[config.mk]
export PLATFORM = sky130hd
export DESIGN_NAME = sdrc_app_arb
export DESIGN_NICKNAME = d
export VERILOG_FILES = /design/src/rtl/sdrc_app_arb.sv
export SDC_FILE = /design/constraint.sdc
export NUM_CORES = 1
export LEC_CHECK = 0
export BUFFER_PORTS_ARGS = -buffer_cell sky130_fd_sc_hd__buf_2
export CORE_AREA = 4 4 114 116
export CTS_BUF_LIST = sky130_fd_sc_hd__clkbuf_16
export CTS_CLUSTER_SIZE = 28
export DETAILED_ROUTE_END_ITERATION = 7
export DIE_AREA = 0 0 118 120
export SYNTH_ARGS = -nofsm -noshare
export SYNTH_HDL_FRONTEND = slang
export SYNTH_SLANG_ARGS = --single-unit
export TNS_END_PERCENT = 30
[constraint.sdc]
create_clock -name sdram_clk -period 3.9 [get_ports sdram_clk]
set_clock_uncertainty 0.1 [all_clocks]
set_input_delay 0.39 -clock sdram_clk [delete_from_list [all_inputs] [get_ports sdram_clk]]
set_output_delay 0.39 -clock sdram_clk [all_outputs]
set_load 0.1 [all_outputs]
[src/rtl/sdrc_app_arb.sv]
// Round-robin arbiter sharing the SDRAM controller application port among NREQ requesters.
// Serialises whole bursts and routes write strobes / read valids to the current owner.
module sdrc_app_arb #(
    parameter int unsigned NREQ   = 2,
    parameter int unsigned APP_AW = 26,
    parameter int unsigned dw     = 32,
    parameter int unsigned bl     = 9
) (
    input  logic                     sdram_clk,
    input  logic                     sdram_resetn,
    input  logic [NREQ-1:0]          req_i,
    input  logic [NREQ*APP_AW-1:0]   req_addr_i,
    input  logic [NREQ*bl-1:0]       req_len_i,
    input  logic [NREQ-1:0]          req_wr_n_i,
    output logic [NREQ-1:0]          req_ack_o,
    input  logic [NREQ*dw-1:0]       wr_data_i,
    input  logic [NREQ*(dw/8)-1:0]   wr_en_n_i,
    output logic [NREQ-1:0]          wr_next_o,
    output logic [dw-1:0]            rd_data_o,
    output logic [NREQ-1:0]          rd_valid_o,
    output logic [NREQ-1:0]          last_o,
    output logic                     app_req,
    output logic [APP_AW-1:0]        app_req_addr,
    output logic [bl-1:0]            app_req_len,
    output logic                     app_req_wr_n,
    input  logic                     app_req_ack,
    output logic [dw-1:0]            app_wr_data,
    output logic [dw/8-1:0]          app_wr_en_n,
    input  logic                     app_wr_next_req,
    input  logic                     app_rd_valid,
    input  logic                     app_last_rd,
    input  logic                     app_last_wr,
    input  logic [dw-1:0]            app_rd_data,
    output logic [1:0]               grant_id,
    output logic                     busy,
    output logic                     err
);

    localparam int unsigned BW = dw / 8;

    typedef enum logic [1:0] {IDLE, REQ, WR, RD} state_t;

    state_t              state, state_nxt;
    logic [1:0]          rr_ptr;
    logic                pick_valid;
    logic [1:0]          pick_idx;
    logic [APP_AW-1:0]   pick_addr;
    logic [bl-1:0]       pick_len;
    logic                pick_wr_n;
    logic                strobe_err;

    // Two passes: first requester at or above rr_ptr, otherwise wrap to the lowest one.
    always_comb begin
        pick_valid = 1'b0;
        pick_idx   = '0;
        for (int unsigned k = 0; k < NREQ; k++) begin
            if (!pick_valid && req_i[k] && (k >= 32'(rr_ptr))) begin
                pick_valid = 1'b1;
                pick_idx   = 2'(k);
            end
        end
        for (int unsigned k = 0; k < NREQ; k++) begin
            if (!pick_valid && req_i[k]) begin
                pick_valid = 1'b1;
                pick_idx   = 2'(k);
            end
        end
        pick_addr = '0;
        pick_len  = '0;
        pick_wr_n = 1'b1;
        for (int unsigned k = 0; k < NREQ; k++) begin
            if (pick_idx == 2'(k)) begin
                pick_addr = req_addr_i[k*APP_AW +: APP_AW];
                pick_len  = req_len_i[k*bl +: bl];
                pick_wr_n = req_wr_n_i[k];
            end
        end
    end

    always_comb begin
        state_nxt   = state;
        app_req     = 1'b0;
        app_wr_data = '0;
        app_wr_en_n = '1;
        req_ack_o   = '0;
        wr_next_o   = '0;
        rd_valid_o  = '0;
        last_o      = '0;
        case (state)
            IDLE: if (pick_valid) state_nxt = REQ;
            REQ: begin
                app_req = 1'b1;
                if (app_req_ack) state_nxt = app_req_wr_n ? RD : WR;
            end
            WR: if (app_last_wr) state_nxt = IDLE;
            RD: if (app_last_rd) state_nxt = IDLE;
            default: state_nxt = IDLE;
        endcase
        for (int unsigned k = 0; k < NREQ; k++) begin
            if (grant_id == 2'(k)) begin
                req_ack_o[k]  = (state == REQ) && app_req_ack;
                wr_next_o[k]  = (state == WR) && app_wr_next_req;
                rd_valid_o[k] = (state == RD) && app_rd_valid;
                last_o[k]     = ((state == WR) && app_last_wr) || ((state == RD) && app_last_rd);
                if (state == WR) begin
                    app_wr_data = wr_data_i[k*dw +: dw];
                    app_wr_en_n = wr_en_n_i[k*BW +: BW];
                end
            end
        end
    end

    assign rd_data_o  = app_rd_data;
    assign busy       = (state != IDLE);
    assign strobe_err = ((app_wr_next_req || app_last_wr) && (state != WR)) ||
                        ((app_rd_valid || app_last_rd) && (state != RD));

    always_ff @(posedge sdram_clk or negedge sdram_resetn) begin
        if (!sdram_resetn) begin
            state        <= IDLE;
            rr_ptr       <= '0;
            grant_id     <= '0;
            app_req_addr <= '0;
            app_req_len  <= '0;
            app_req_wr_n <= 1'b1;
            err          <= 1'b0;
        end else begin
            state <= state_nxt;
            if ((state == IDLE) && pick_valid) begin
                grant_id     <= pick_idx;
                app_req_addr <= pick_addr;
                app_req_len  <= pick_len;
                app_req_wr_n <= pick_wr_n;
            end
            if ((state == REQ) && app_req_ack)
                rr_ptr <= (grant_id == 2'(NREQ - 1)) ? 2'd0 : grant_id + 2'd1;
            if (strobe_err)
                err <= 1'b1;
        end
    end

endmodule

[Yosys cells after proc, flatten, opt, wreduce, memory -nomap -nowiden]
Index checks and enable logic that the tools add are counted.
Cells by class
  multiply operators: 0
  divide/modulo/power cells: 0
  reductions and logical operators: 25
  equal/unequal tests: 11
  magnitude comparators: 2
  add/subtract/negate cells: 1
  bitwise logic cells: 0
  multiplexer cells: 37
  shifts and indexed selects: 0
Operator list (number)
  two-way mux 32 bit: 4
  two-way mux 26 bit: 2
  two-way mux 9 bit: 2
  two-way mux 1 bit: 17
  two-way mux 4 bit: 4
  two-way mux 2 bit: 7
  logical AND 1 bit: 13
  inequality test 2 bit (second input constant): 6
  case mux 2 bit (4 select lines): 1
  == test 2 x 1 -> 1 bit (second input constant): 3
  logical NOT 2 bit: 3
  == test 2 bit (second input constant): 2
  >= comparator 1 x 2 -> 1 bit (first input constant): 2
  logical OR 1 bit: 4
  AND reduction 4 bit: 1
  logical NOT 1 bit: 3
  adder 2 x 1 -> 2 bit (second input constant): 1
  nonzero test 2 bit: 1
Word-level totals
  RAM bits: 0
  memories: 0
  latch bits: 0
  bits in registers: 43
  ROM bits: 0
  output and inout port bits: 117

[Logic depth before layout (Yosys ltp)]
  depth in word-level cells: 16
  depth in mapped cells: 6

[Least setup slack after synthesis]
No wires, ideal clock.
  path kind: reg2out
  start: register grant_id[0]
  end: output port last_o[0]
  stages on the path, launching flop included: 4
  data required time: 3.410 ns
  data arrival time: 3.407 ns
  setup slack: 0.003 ns
  path through: dfrtp_1 -> clkbuf_1 -> buf_2 -> nor3b_1
On the way
  cells in the longest elaborated chain, start to end: 2
Ends and longest elaborated chain
  start, declared: line 34  | output logic [1:0] grant_id,
  start signal, assigned: line 130  | grant_id <= pick_idx;
  logical NOT 2 bit: line 100  | if (grant_id == 2'(k)) begin
  two-way mux 1 bit: line 100
  end, declared: line 21  | output logic [NREQ-1:0] last_o,
Every way passes these cells.

[Final worst setup path]
  start: register state[1]
  end: output port app_wr_data[7]
On the way
  cells in the longest elaborated chain, start to end: 5
Ends and longest elaborated chain
  start, declared: line 43  | state_t state, state_nxt;
  start signal, assigned: line 128  | state <= state_nxt;
  == test 2 bit *: line 105  | if (state == WR) begin
  two-way mux 32 bit: line 105
  two-way mux 32 bit: line 100
  two-way mux 32 bit: line 105
  two-way mux 32 bit *: line 100
  end, declared: line 27  | output logic [dw-1:0] app_wr_data,
Every way passes the cells marked *; elsewhere a longest branch is shown, timed or not.

==> out/qor.csv <==
metric;value;unit
clock buffer depth;2;
slew margin rel.;0.106;
die footprint;14200;sq um
hold_buf cts;0;
dpl ws;1.36;ns
largest net degree at the start of global routing;44;
critical path class;register to output pin;
Max IR drop VDD;0.696;mV
critical path launch point type;register;
CTS root buf;clkbuf_16;
Tmin final;2.88;ns
RSZ-0062 raised after global routing;false;
outcome;finished, final reports clean;
DR WL/cell;18.4;microns
crit path cell chain;nand2b_1 -> nor2_1 -> buf_2;
Clock Sinks;41;
Worst path max stage delay;0.71;ns
Routed Antenna Nets;0;
Pre-antenna DRT Iters;6;
synth warn;0;
top post-synthesis cells by count;dfrtp_1, o21ai_0, nand3_1, nor2_1;
CP max stage cell;nand2b_1;
grt ovf;0;
fin crit share;0.737;
Die Wd;118;microns
fin nets;727;
clk_lat worst skew;0.28;ns
EDFF count, synth;0;
drc violations;0;
Cells after Synth;367;
pwr dens;1160;nW/um^2
mean post-synth cell area;8.39;sq um
DRT Wirelength;12700;microns
Worst Path Required;3.41;ns
leakage;0.00206;uW
area leader, netlist;dfrtp_1;
Finished Layout Cells;692;
area post-placement;4030;sq um
Mapped Area;3080;sq um
Syn Nets;552;
Area contributors post-synth;dfrtp_1, mux2i_1, buf_4, a31oi_2, o21ai_0;
Via density;4.97;
Starting Density;0.258;
Synth Flop Type;dfrtp_1;
placed cell count;682;
Hold Crit Class;input pin to async pin;
post-CTS setup buffers;0;
P&R area growth vs syn;35.6;%
Tightest Pin Transition;1.34;ns
final instance area;4170;sq um
total CTS buffers;5;
CTS clk-pin slew, worst paths;0.06;ns
TritonCTS clock tree;built;
Yosys top cell area share;0.325;
first-pass GRT wire length;19200;microns
synth unique cells;29;
register area share after synthesis;0.334;
final setup margin;1.02;ns
DRT iter0 DRCs;153;
Setup violations, final;0;
Final Wtd Congestion;0.886;
crit path DAT;2.39;ns
fmax;348;MHz
Die Y;120;microns
post-DP HPWL;9870;microns
hold slack;0.159;ns
Port Buf Inserts;236;
Ports;302;
setup_tns;0;ns
Crit Path Max Fanout;33;
fraction of layout cells with a size suffix above 1;0.497;
Final Hold Fails;0;
Critical Path End Type;output pin;
Vias;3440;
GRT Util Overall;0.169;
vias in the first global route;3433;
CTS H-Tree Depth;2;
asr flop ratio synth;1.00;
Placeable Area;11900;sq um
row count;40;
Max Slew Vio Count;0;
MaxCap Viol Count;0;
post-CTS sizing;0;
antenna violations before repair;2;
Synth Register Bits;41;
==> routing by layer <==
metal / vias to the layer above / wire length, microns / global-route usage
met5: - / 0 / 0
met4: 0 / 490 / 0.0740
met2: 192 / 6550 / 0.314
met1: 1601 / 4640 / 0.178
met3: 28 / 1020 / 0.0462
li1: 1619 / - / -
==> placed cells by master (no fill, tap or decap), types with 2 or more instances in the layout <==
cell | netlist | final
a21o_1 | 2 | 2
a21oi_1 | 37 | 37
a31oi_1 | 16 | 16
a31oi_2 | 20 | 20
and3_1 | 4 | 4
buf_2 | 14 | 236
buf_4 | 35 | 3
clkbuf_16 | 0 | 5
clkinv_1 | 0 | 2
dfrtp_1 | 40 | 39
diode_2 | 0 | 2
inv_1 | 3 | 3
mux2i_1 | 37 | 37
nand2_1 | 5 | 5
nand3_1 | 39 | 39
nor2_1 | 39 | 39
nor2b_1 | 4 | 3
o21ai_0 | 40 | 40
==> layout make-up <==
cell class              instances  area, sq um
diodes                          2         5.00
clock buffers                   5          125
clock inverters                 3         16.3
fillers                      1287         7740
inverters                       3         11.3
multi-input cells             252         1600
flip-flops and latches         41         1030
well taps                     147          184
repair buffers                239         1200
==> worst max-delay path: cells and delay by family, from the launching register on <==
family	cells	cell delay (ns)
buf+inv	1	0.47
simple gates	2	1.06
flops	1	0.57
==> kinds of logic after synthesis <==
logic type / Yosys count / synth area share
flops: 41 / 0.334
buf+inv: 74 / 0.149
compound gates: 116 / 0.246
simple gates: 98 / 0.150
mux: 37 / 0.120
other cells: 1 / 0.00122
==> path summary, 6_finish.rpt <==
path	startpoint	endpoint	slack [ns]	cells past startpoint
worst max-delay path	state[1]$_DFFE_PN0P_	app_wr_data[7]	1.02	3
worst max register to register	state[1]$_DFFE_PN0P_	app_req_addr[25]$_DFFE_PN0P_	1.66	4
min in group sdram_clk	req_wr_n_i[1]	app_req_wr_n$_DFFE_PN1P_	0.25	3
worst min-delay path	sdram_resetn	app_req_len[8]$_DFFE_PN0P_	0.16	1
worst min register to register	err$_DFFE_PN0P_	err$_DFFE_PN0P_	0.36	1
max in group asynchronous	sdram_resetn	grant_id[0]$_DFFE_PN0P_	2.88	1
==> sequential cells by signal, indices dropped and copies added, names as in the netlist <==
register	cells
app_req_addr	26
app_req_wr_n	1
app_req_len	9
rr_ptr	1
err	1
state	2
grant_id	1
==> power breakdown <==
group	switching (uW)	internal [uW]	leakage, uW
registers	236	640	0.000454
logic	2890	637	0.00153
clock network	183	236	0.0000693
total	3310	1510	0.00206
==> per-stage QoR <==
step	util	total power (uW)
2_1_floorplan	-	4010
3_3_place_gp	0.338	4400
3_5_place_dp	0.338	4430
4_1_cts	0.350	4860
5_1_grt	0.350	5040
6_report	0.350	4820
No activity file was read; power rests on OpenSTA's default activity.
